[config.mk]
export PLATFORM = sky130hd
export DESIGN_NAME = clock_set_ctrl
export DESIGN_NICKNAME = d
export VERILOG_FILES = /design/src/rtl/clock_ctrl_pkg.sv /design/src/rtl/key_debounce.sv /design/src/rtl/clock_set_ctrl.sv
export SDC_FILE = /design/constraint.sdc
export NUM_CORES = 1
export LEC_CHECK = 0
export ABC_AREA = 1
export CORE_ASPECT_RATIO = 0.75
export CORE_MARGIN = 2
export CORE_UTILIZATION = 50
export DETAILED_ROUTE_END_ITERATION = 7
export MAX_ROUTING_LAYER = met4
export PLACE_DENSITY_LB_ADDON = 0.25
export SLEW_MARGIN = 20
export SYNTH_ARGS = -nofsm -noshare
export SYNTH_HDL_FRONTEND = slang
export SYNTH_SLANG_ARGS = --single-unit
[constraint.sdc]
create_clock -name clk_50 -period 2.5 [get_ports clk_50]
set_input_delay 0.25 -clock clk_50 [delete_from_list [all_inputs] [get_ports clk_50]]
set_output_delay 0.25 -clock clk_50 [all_outputs]
set_load 0.02 [all_outputs]
[src/rtl/clock_ctrl_pkg.sv]
// Shared types and limits for the clock-setting controller.
// Edit values are kept in range by the helpers here.
package clock_ctrl_pkg;

  typedef enum logic [1:0] {
    ST_RUN    = 2'd0,
    ST_SET_H  = 2'd1,
    ST_SET_M  = 2'd2,
    ST_COMMIT = 2'd3
  } state_t;

  localparam logic [4:0] MAX_H = 5'd23;
  localparam logic [5:0] MAX_M = 6'd59;

  function automatic logic [4:0] inc_h(input logic [4:0] h);
    return (h >= MAX_H) ? 5'd0 : h + 5'd1;
  endfunction

  function automatic logic [5:0] inc_m(input logic [5:0] m);
    return (m >= MAX_M) ? 6'd0 : m + 6'd1;
  endfunction

  // An out-of-range clock value entering edit mode starts from zero.
  function automatic logic [4:0] fit_h(input logic [4:0] h);
    return (h > MAX_H) ? 5'd0 : h;
  endfunction

  function automatic logic [5:0] fit_m(input logic [5:0] m);
    return (m > MAX_M) ? 6'd0 : m;
  endfunction

endpackage

[src/rtl/key_debounce.sv]
// Two-flop synchronizer, stability filter and press detector for one
// active-low pushbutton. press is a single-cycle pulse per debounced press.
module key_debounce #(
  parameter int unsigned DEBOUNCE_CYC = 500000
) (
  input  logic clk_50,
  input  logic clr,
  input  logic key_n,
  output logic press
);

  localparam int unsigned CW = (DEBOUNCE_CYC > 1) ? $clog2(DEBOUNCE_CYC) : 1;
  localparam logic [CW-1:0] CNT_LAST = CW'(DEBOUNCE_CYC - 1);

  logic          sync1;
  logic          sync2;
  logic          level;
  logic [CW-1:0] cnt;

  always_ff @(posedge clk_50 or negedge clr) begin
    if (!clr) begin
      sync1 <= 1'b1;
      sync2 <= 1'b1;
    end else begin
      sync1 <= key_n;
      sync2 <= sync1;
    end
  end

  // cnt counts consecutive cycles the synchronized key disagrees with level.
  always_ff @(posedge clk_50 or negedge clr) begin
    if (!clr) begin
      level <= 1'b1;
      cnt   <= '0;
      press <= 1'b0;
    end else begin
      press <= 1'b0;
      if (sync2 == level) begin
        cnt <= '0;
      end else if (cnt == CNT_LAST) begin
        level <= sync2;
        cnt   <= '0;
        press <= ~sync2;
      end else begin
        cnt <= cnt + CW'(1);
      end
    end
  end

endmodule

[src/rtl/clock_set_ctrl.sv]
// Two-button time-setting controller: mode steps RUN -> hours -> minutes ->
// commit, inc bumps the field being edited, which blinks while selected.
module clock_set_ctrl
  import clock_ctrl_pkg::*;
#(
  parameter int unsigned DEBOUNCE_CYC = 500000,
  parameter int unsigned BLINK_CYC    = 12500000,
  parameter int unsigned TIMEOUT_CYC  = 500000000
) (
  input  logic       clk_50,
  input  logic       clr,
  input  logic       key_mode_n,
  input  logic       key_inc_n,
  input  logic [4:0] cur_h,
  input  logic [5:0] cur_m,
  output logic [4:0] set_h,
  output logic [5:0] set_m,
  output logic       load,
  output logic       blank_h,
  output logic       blank_m,
  output logic       editing
);

  localparam int unsigned BW = (BLINK_CYC > 1) ? $clog2(BLINK_CYC) : 1;
  localparam int unsigned TW = (TIMEOUT_CYC > 1) ? $clog2(TIMEOUT_CYC) : 1;
  localparam logic [BW-1:0] BLINK_LAST   = BW'(BLINK_CYC - 1);
  localparam logic [TW-1:0] TIMEOUT_LAST = TW'(TIMEOUT_CYC - 1);

  state_t        state;
  state_t        state_nxt;
  logic          mode_press;
  logic          inc_press;
  logic [4:0]    edit_h;
  logic [5:0]    edit_m;
  logic [BW-1:0] blink_cnt;
  logic          phase;
  logic [TW-1:0] idle_cnt;
  logic          idle_done;
  logic          state_chg;

  key_debounce #(.DEBOUNCE_CYC(DEBOUNCE_CYC)) u_mode (
    .clk_50 (clk_50),
    .clr    (clr),
    .key_n  (key_mode_n),
    .press  (mode_press)
  );

  key_debounce #(.DEBOUNCE_CYC(DEBOUNCE_CYC)) u_inc (
    .clk_50 (clk_50),
    .clr    (clr),
    .key_n  (key_inc_n),
    .press  (inc_press)
  );

  assign idle_done = (idle_cnt == TIMEOUT_LAST);
  assign state_chg = (state_nxt != state);

  always_ff @(posedge clk_50 or negedge clr) begin
    if (!clr) state <= ST_RUN;
    else      state <= state_nxt;
  end

  // Mode has priority over inc; a press in the timeout cycle keeps the edit.
  always_comb begin
    state_nxt = state;
    case (state)
      ST_RUN:    if (mode_press) state_nxt = ST_SET_H;
      ST_SET_H: begin
        if (mode_press)                   state_nxt = ST_SET_M;
        else if (!inc_press && idle_done) state_nxt = ST_RUN;
      end
      ST_SET_M: begin
        if (mode_press)                   state_nxt = ST_COMMIT;
        else if (!inc_press && idle_done) state_nxt = ST_RUN;
      end
      ST_COMMIT: state_nxt = ST_RUN;
      default:   state_nxt = ST_RUN;
    endcase
  end

  always_comb begin
    editing = 1'b0;
    load    = 1'b0;
    blank_h = 1'b0;
    blank_m = 1'b0;
    case (state)
      ST_SET_H: begin
        editing = 1'b1;
        blank_h = phase;
      end
      ST_SET_M: begin
        editing = 1'b1;
        blank_m = phase;
      end
      ST_COMMIT: load = 1'b1;
      default: ;
    endcase
  end

  assign set_h = edit_h;
  assign set_m = edit_m;

  always_ff @(posedge clk_50 or negedge clr) begin
    if (!clr) begin
      edit_h <= '0;
      edit_m <= '0;
    end else begin
      case (state)
        ST_RUN: if (mode_press) begin
          edit_h <= fit_h(cur_h);
          edit_m <= fit_m(cur_m);
        end
        ST_SET_H: if (!mode_press && inc_press) edit_h <= inc_h(edit_h);
        ST_SET_M: if (!mode_press && inc_press) edit_m <= inc_m(edit_m);
        default: ;
      endcase
    end
  end

  always_ff @(posedge clk_50 or negedge clr) begin
    if (!clr) begin
      idle_cnt <= '0;
    end else if (!editing || state_chg || mode_press || inc_press) begin
      idle_cnt <= '0;
    end else begin
      idle_cnt <= idle_cnt + TW'(1);
    end
  end

  // Phase restarts visible on every state change and every inc press.
  always_ff @(posedge clk_50 or negedge clr) begin
    if (!clr) begin
      blink_cnt <= '0;
      phase     <= 1'b0;
    end else if (!editing || state_chg || inc_press) begin
      blink_cnt <= '0;
      phase     <= 1'b0;
    end else if (blink_cnt == BLINK_LAST) begin
      blink_cnt <= '0;
      phase     <= ~phase;
    end else begin
      blink_cnt <= blink_cnt + BW'(1);
    end
  end

endmodule

Word level (Yosys, flattened, before mapping)
Cells that the tools add are included.
{"block": "totals", "register_bits": 113}
{"block": "classes", "addsub": 6, "magnitude_cmp": 4, "n_eq_ne": 13, "muxes": 32, "bitwise_logic": 5, "n_reduce_logical": 18}
{"operator": "19-bit 2-to-1 mux", "count": 4}
{"operator": "24-bit 2-to-1 mux", "count": 2}
{"operator": "19-bit by 1-bit adder with 19-bit output, second input constant", "count": 2}
{"operator": "19-bit equality test, second input constant", "count": 2}
{"operator": "29-bit by 1-bit adder with 29-bit output, second input constant", "count": 1}
{"operator": "29-bit equality test, second input constant", "count": 1}
{"operator": "29-bit 2-to-1 mux", "count": 1}
{"operator": "24-bit by 1-bit adder with 24-bit output, second input constant", "count": 1}
{"operator": "24-bit equality test, second input constant", "count": 1}
{"operator": "6-bit 2-to-1 mux", "count": 4}
{"operator": "5-bit 2-to-1 mux", "count": 4}
{"operator": "6-bit case mux with 2 select lines", "count": 1}
{"operator": "1-bit 2-to-1 mux", "count": 10}
{"operator": "5-bit case mux with 2 select lines", "count": 1}
{"operator": "2-bit 2-to-1 mux", "count": 4}
{"operator": "2-bit case mux with 4 select lines", "count": 1}
{"operator": "6-bit by 1-bit adder with 6-bit output, second input constant", "count": 1}
{"operator": "6-bit greater-or-equal comparator, second input constant", "count": 1}
{"operator": "6-bit > comparator, second input constant", "count": 1}
{"operator": "3-bit AND reduction", "count": 2}
{"operator": "2-bit nonzero test", "count": 3}
{"operator": "5-bit by 1-bit adder with 5-bit output, second input constant", "count": 1}
{"operator": "5-bit greater-or-equal comparator, second input constant", "count": 1}
{"operator": "5-bit > comparator, second input constant", "count": 1}
{"operator": "13 further kinds", "count": 27}

Logic depth before layout (Yosys ltp)
Gate-level depths: netlist (run 1).
{"block": "depth", "word_depth": 10, "ltp_mapped": 16, "mapped_depth_nobuf": 14}

Modules after synthesis
From an unflattened synthesis (run 1), not the netlist that was laid out.
{"block": "unflattened", "cells_unflattened": 812, "area_unflattened_um2": 6387.4}
{"module": "clock_set_ctrl", "instances": 1, "cells_each": 512, "area_per_inst_um2": 3945.0, "seq_area_each_um2": 1676.6}
{"module": "key_debounce", "instances": 2, "cells_each": 150, "area_per_inst_um2": 1221.2, "seq_area_each_um2": 579.3}

Worst setup path before layout (run 1)
Ideal clock, no wire load.
{"block": "synth_path", "kind": "register -> register", "start": "register idle_cnt[0]", "end": "register idle_cnt[21]", "setup_ns": 0.128, "arrival_ns": 1.753, "t_required_ns": 2.372, "setup_slack_ns": 0.620, "stages_incl_launch_ff": 15, "path_buffers": 2, "path_cell_list": "dfrtp_1 > ha_1 > nand2_1 > nor2_4 > nand2_2 > nor2_1 > nand2_1 > nand2_1 > nand2_1 > a21oi_2 > nor2_4 > nand3_2 > buf_6 > buf_8 > nor2_4"}
{"block": "synth_via", "elab_chain_len": 10, "word_cells_on_any_way": 12, "classes_between": "1 x add/sub; 2 x eq/ne; 5 x mux; 4 x reduce/logical"}
{"item": "from (decl)", "line": "clock_set_ctrl.sv:37", "rtl": "logic [TW-1:0] idle_cnt;"}
{"item": "from (signal assigned)", "line": "clock_set_ctrl.sv:126", "rtl": "idle_cnt <= idle_cnt + TW'(1);"}
{"item": "29-bit equality test", "line": "clock_set_ctrl.sv:55", "rtl": "assign idle_done = (idle_cnt == TIMEOUT_LAST);"}
{"item": "1-bit logical AND", "line": "clock_set_ctrl.sv:70, clock_set_ctrl.sv:74"}
{"item": "2-bit 2-to-1 mux", "line": "clock_set_ctrl.sv:70, clock_set_ctrl.sv:74"}
{"item": "2-bit 2-to-1 mux, on equally long branches", "line": "clock_set_ctrl.sv:73, clock_set_ctrl.sv:69"}
{"item": "2-bit case mux with 4 select lines", "line": "clock_set_ctrl.sv:66", "rtl": "case (state)"}
{"item": "2-bit inequality test", "line": "clock_set_ctrl.sv:56", "rtl": "assign state_chg = (state_nxt != state);"}
{"item": "1-bit logical OR (3 in a row)", "line": "clock_set_ctrl.sv:123", "rtl": "end else if (!editing || state_chg || mode_press || inc_press) begin"}
{"item": "29-bit 2-to-1 mux (*)", "line": "clock_set_ctrl.sv:123"}
Mark *: on every way between the ends. The rest lies on a longest branch, timed or not.
A chain may end at the register's enable or synchronous reset.

Worst setup path in the final report (run 1)
{"block": "layout_path", "start": "register state[0]", "end": "output port blank_m"}
{"block": "layout_via", "elab_chain_len": 2}
{"item": "from (decl)", "line": "clock_set_ctrl.sv:29", "rtl": "state_t state;"}
{"item": "from (signal assigned)", "line": "clock_set_ctrl.sv:60", "rtl": "else state <= state_nxt;"}
{"item": "2-bit equality test", "line": "clock_set_ctrl.sv:86", "rtl": "case (state)"}
{"item": "1-bit 2-to-1 mux", "line": "clock_set_ctrl.sv:86"}
{"item": "to (decl)", "line": "clock_set_ctrl.sv:20", "rtl": "output logic blank_m,"}
Every way passes these cells.

==> results of run 1 <==
==> sequential cells by signal, indices dropped and copies added, names as in the netlist, 2 cells and up <==
signal / cells
set_m: 6
set_h: 5
idle_cnt: 29
state: 2
blink_cnt: 24
u_mode.cnt: 19
u_inc.cnt: 19
==> placed cells by master (no fill, tap or decap), types with 7 or more instances in the layout <==
cell type        synthesis  routed
clkbuf_16                0      17
a211oi_1                 7       7
dfrtp_1                107     107
ha_1                    10      10
nand3_1                 37      37
a21oi_1                 27      27
nor4_1                  10      10
inv_1                  106     106
o21ai_0                 22      22
a31oi_1                  8       8
xnor2_1                 13      13
clkdlybuf4s50_1          0      28
nand2_1                158     158
nor3_1                  27      27
xor2_1                  35      35
nand4_1                 24      24
nor2_1                 127     127
nor2_4                  12      12
==> report_power, final <==
group	internal, mW	total (mW)	switching, mW	leakage (nW)
clock	1.84	2.68	0.840	0.312
combinational	0.0381	0.102	0.0640	1.30
sequential	1.85	1.85	0.00814	1.50
total	3.72	4.64	0.912	3.11
==> cells by family after synthesis <==
| group | after synthesis |
|---|---|
| simple gates | 415 |
| buf+inv | 115 |
| flops | 113 |
| compound gates | 69 |
| xor+xnor | 48 |
| fa+ha+maj | 10 |
| mux | 1 |
==> per-layer routing <==
metal	wire length, um	vias to the layer above	global-route usage, %
met1	6499	2429	29.44
li1	-	2566	-
met3	741	19	5.403
met2	5700	149	32.50
met5	0	-	-
met4	154	0	7.692
==> worst max path at each step <==
stage | start | endpoint | cells after the start
2_1_floorplan | idle_cnt[0] | idle_cnt[21] | 14
3_3_place_gp | state[1] | blink_cnt[0] | 8
3_5_place_dp | state[1] | blink_cnt[12] | 8
4_1_cts | state[0] | blank_m | 5
5_1_grt | state[1] | blink_cnt[0] | 8
6_report | state[0] | blank_m | 5
==> metrics by stage <==
| stage | utilization, % | hold WS [ns] |
|---|---|---|
| floorplan | - | -0.04559 |
| global placement | 56.37 | 0.2606 |
| detailed placement | 56.37 | 0.2637 |
| CTS | 62.02 | 0.2359 |
| global route | 62.02 | 0.2427 |
| finish | 62.02 | 0.2412 |
==> cell type report <==
type                            count  share of cell area [%]
Multi-Input combinational cell    543                   38.69
Inverter                          110                   5.670
Timing Repair Buffer               35                   4.948
Clock inverter                      9                   2.457
Clock buffer                       22                   6.512
Sequential cell                   113                   38.93
Tap cell                          162                   2.784
==> results.cfg, run 1 <==
[placed_design]
dp_hpwl_um = 9075
place_inst = 962
port_buffers = 29
place_ws_ns = 0.3570
routabilityCongestion = 0.9984
place_area_mm2 = 0.006619

[synth]
synth_common_cells = nand2_1 (158), nor2_1 (127), dfrtp_1 (107), inv_1 (106), nand3_1 (37)
synth_xor_area_share_pct = 6.885
synth_fa_ha_area_share_pct = 2.049
async_reset_ff_share_pct = 100.0
synth_ff_type = dfrtp_1
synth_edf_count = 0
synth.top_cell.area_share_pct = 43.85
yosysSeqAreaShare_pct = 46.43
synthSimpleGateAreaFrac_pct = 30.70
synth-compound-area-share_pct = 6.352
synthTopCellsByArea = dfrtp_1 (44%), nand2_1 (9.7%), nor2_1 (7.8%)
synth_seq_cells = 113
synth_top_area_cell = dfrtp_1
yosysMostFrequentCell = nand2_1
avgSynthCellArea_um2 = 7.919
syn-cell-area_mm2 = 0.006106
synth_top_family_by_area = simple AND/OR/NAND/NOR gates
ys_types = 35
yosysWarningCount = 0
synthesis.nets = 796
muxShareOfSynthArea_pct = 0.1639
syn_inst = 771

[timing]
rsz0062_at_grt = no
fmax_mhz = 446.8
worst_slack_ns = 0.2620
fin_skew_ns = 0.01072
fin_setup_tns_ns = 0
fin_crit_ns = 2.238
relSlewSlack_pct = 65.14
period_share_pct = 89.52
hold_viol = 0
setup_violations = 0
worstMarginPinSlew_ns = 0.5229
slew_violations = 0

[clock_network]
clock_path_buffers = 2
postCtsSetupBuffers = 0
htree_levels = 4
cts.sinks = 113
numCtsBuffers = 17
cts_hold_buf = 1
cts_tree = done
clkSlewWorstSetupHoldPaths_ns = 0.05
insertion_delay_ns = 0.41
cts_root_buffer = clkbuf_16
cts_resized = 0

[layout]
multi_input_area_mm2 = 0.002818
final_cells = 994
fin_nets = 845
fill_cells = 1002
areaGrowthSynthToFinish_pct = 19.26
finish.instance_area_mm2 = 0.007282
antennaDiodeCount = 0
ff_latch_area_mm2 = 0.002835
drive_above_1_share_pct = 8.654

[floorplan]
dieArea_mm2 = 0.01312
die_w_um = 131.6
rows = 34
core_mm2 = 0.01174
ios = 30
die_h_um = 99.70
start_util_pct = 52.00

[setup_path]
path_buf_inv = 3
critPathRequiredTime_ns = 2.25
crit_family = buffers and inverters
cp_slowest_stage_delay_ns = 0.60
regToRegStartpoint = state[1]
crit_chain = inv_1 -> ha_1 -> nand2_1 -> inv_1 -> clkdlybuf4s50_1
rrSetupSlack_ns = 0.33
r2r-end = blink_cnt[0]
cp.arrival_ns = 1.99
start_kind = flip-flop
crit_fanout = 5
criticalPathCategory = flip-flop to output pin
ff2ff_path_depth = 8
critPathMostFrequentCell = inv_1
end_kind = output pin
cp_slowest_cell = clkdlybuf4s50_1

[min_path]
min_to = u_mode.sync1
hold_depth = 1
hold_path_class = input pin to flip-flop
hp-start = key_mode_n

[pwr]
p_total_mw = 4.636
leakagePower_nw = 3.110
peakVddDrop_uv = 528.2
powerDensity_mw_per_mm2 = 636.7

[drt]
drt-initial-drc-count = 351
wl_per_cell_um = 13.18
drt-total-wl_um = 13100
viasPerCell = 5.194
drcViolationCount = 0
routed-via-count = 5163
antenna_left = 0
drtPass1Iterations = 6

[run]
max_cap_viol_count = 0

[global_routing]
grt_pass1_wl_um = 22590
grt_use_total_pct = 21.87
grt_max_degree = 56
grt_antenna_before_repair = 0
grt_pass1_vias = 4947
grt_overflow = 0

[outcome]
status = complete, no violations
No activity file was read; power rests on OpenSTA's default activity.
==> run 2, diff against run 1 <==
- CELL_PAD_IN_SITES_DETAIL_PLACEMENT: unset -> 0
- CELL_PAD_IN_SITES_GLOBAL_PLACEMENT: unset -> 1
- CORE_UTILIZATION: 50 -> 45
- REMOVE_ABC_BUFFERS: unset -> 1
==> run 2 against run 1 <==
Clock-buffer cell count unchanged. Non-clock buffer count rose by 1. Critical path depth unchanged. Clock power fell by 17%. Worst setup slack got worse by 0.036 ns. Largest cell class unchanged. Largest power group unchanged.
==> results.cfg, run 2 (synthesis gave the netlist of run 1 again) <==
[layout]
fin_nets = 846
antennaDiodeCount = 0
layout_commonest_cell = nand2_1
final_cells = 1005
top_register = idle_cnt
top_regs = idle_cnt: 29 flops, blink_cnt: 24 flops
utilization_pct = 54.85
largest_reg_flops = 29
areaGrowthSynthToFinish_pct = 17.75
drive_above_1_share_pct = 8.633
fill_cells = 1214
final_cell_mix = nand2_1 (158), nor2_1 (127), dfrtp_1 (107), inv_1 (106), nand3_1 (37)

[global_routing]
grt_use_total_pct = 20.27
grt_pass1_wl_um = 22960
grt_antenna_before_repair = 0
grt_overflow = 0
grt_pass1_vias = 4848
grt_max_degree = 51

[drt]
drt-initial-drc-count = 396
antenna_left = 0
viasPerCell = 5.058
drtPass1Iterations = 5
wl_per_cell_um = 13.05
drt-total-wl_um = 13120
drcViolationCount = 0
routed-via-count = 5083

[timing]
fin_skew_ns = 0.008010
fin_setup_tns_ns = 0
fin_crit_ns = 2.274
whs_ns = 0.2339
hold_viol = 0
rsz0062_at_grt = no
setup_violations = 0
slew_violations = 0
fmax_mhz = 439.7
worstMarginPinSlew_ns = 0.5464
period_share_pct = 90.97
relSlewSlack_pct = 63.58

[floorplan]
dieArea_mm2 = 0.01453
start_util_pct = 46.58
die_h_um = 104.9
rows = 36
ios = 30
die_w_um = 138.5
core_mm2 = 0.01311

[pwr]
leakagePower_nw = 3.067
peakVddDrop_uv = 478.6
powerDensity_mw_per_mm2 = 580.4
p_total_mw = 4.173

[setup_path]
crit_fanout = 5
r2r-end = blink_cnt[12]
start_kind = flip-flop
rrSetupSlack_ns = 0.32
crit_chain = inv_1 -> ha_1 -> nand2_1 -> inv_1 -> clkdlybuf4s50_1
critPathMostFrequentCell = inv_1
critPathRequiredTime_ns = 2.25
ff2ff_path_depth = 8
cp_slowest_stage_delay_ns = 0.60
regToRegStartpoint = state[1]
critPathLaunch = state[0]
criticalPathCategory = flip-flop to output pin
cp.arrival_ns = 2.02
cp_slowest_cell = clkdlybuf4s50_1
end_kind = output pin

[clock_network]
clock_path_buffers = 2
htree_levels = 4
cts_resized = 0
numCtsBuffers = 17
cts_tree = done
clkSlewWorstSetupHoldPaths_ns = 0.05
cts_root_buffer = clkbuf_16
cts.sinks = 113
insertion_delay_ns = 0.42

[min_path]
hp-start = key_mode_n
hold_depth = 1
min_to = u_mode.sync1
hold_path_class = input pin to flip-flop

[placed_design]
place_inst = 972
routabilityCongestion = 0.9108
port_buffers = 29
dp_hpwl_um = 9371

[run]
max_cap_viol_count = 0

[outcome]
status = complete, no violations
run 2: area by class of cell:
class / count / area, um2 / share of cell area [%]
Multi-Input combinational cell: 543 / 2818 / 39.19
Sequential cell: 113 / 2835 / 39.44
Timing Repair Buffer: 36 / 367.9 / 5.117
Tap cell: 171 / 214.0 / 2.976
Clock inverter: 10 / 87.58 / 1.218
Clock buffer: 22 / 454.2 / 6.317
Inverter: 110 / 412.9 / 5.743
run 2: worst max path at each step:
stage | endpoint | depth (start not counted) | slack, ns
final | blank_m | 5 | 0.23
after global placement | blink_cnt[18] | 8 | 0.45
after floorplan | idle_cnt[0] | 13 | 0.29
after global routing | blank_m | 5 | 0.13
after detailed placement | blink_cnt[12] | 8 | 0.34
after CTS | blank_m | 5 | 0.22
run 2: worst max-delay path, delay by kind of cell, from the launching register on:
family                     cells  cell delay (ns)
buffers and inverters          3             0.84
DFF                            1             0.42
adders and majority gates      1             0.28
and+or+nand+nor                1             0.07
run 2: power breakdown:
group	internal (mW)	total, mW	switching [mW]
combinational	0.0382	0.104	0.0660
clock	1.38	2.22	0.835
sequential	1.85	1.85	0.00803
total	3.26	4.17	0.909
run 2: what timing repair did:
item,CTS,global route
endpoints found under the hold margin,39,0
hold buffers,1,0
setup buffers,0,0
run 2: per-stage QoR:
stage / worst slack, ns / cell area, um2
floorplan: 0.2926 / 6066
global placement: 0.4505 / 6638
detailed placement: 0.3379 / 6638
CTS: 0.2165 / 7189
global route: 0.1280 / 7189
finish: 0.2257 / 7189
run 2: routing by layer:
metal	up-vias	global-route usage [%]	part of all wire (%)
li1	2567	-	-
met1	2370	29.03	51
met2	135	27.55	42
met3	11	6.554	5.9
met4	0	5.539	0.87
met5	-	-	0
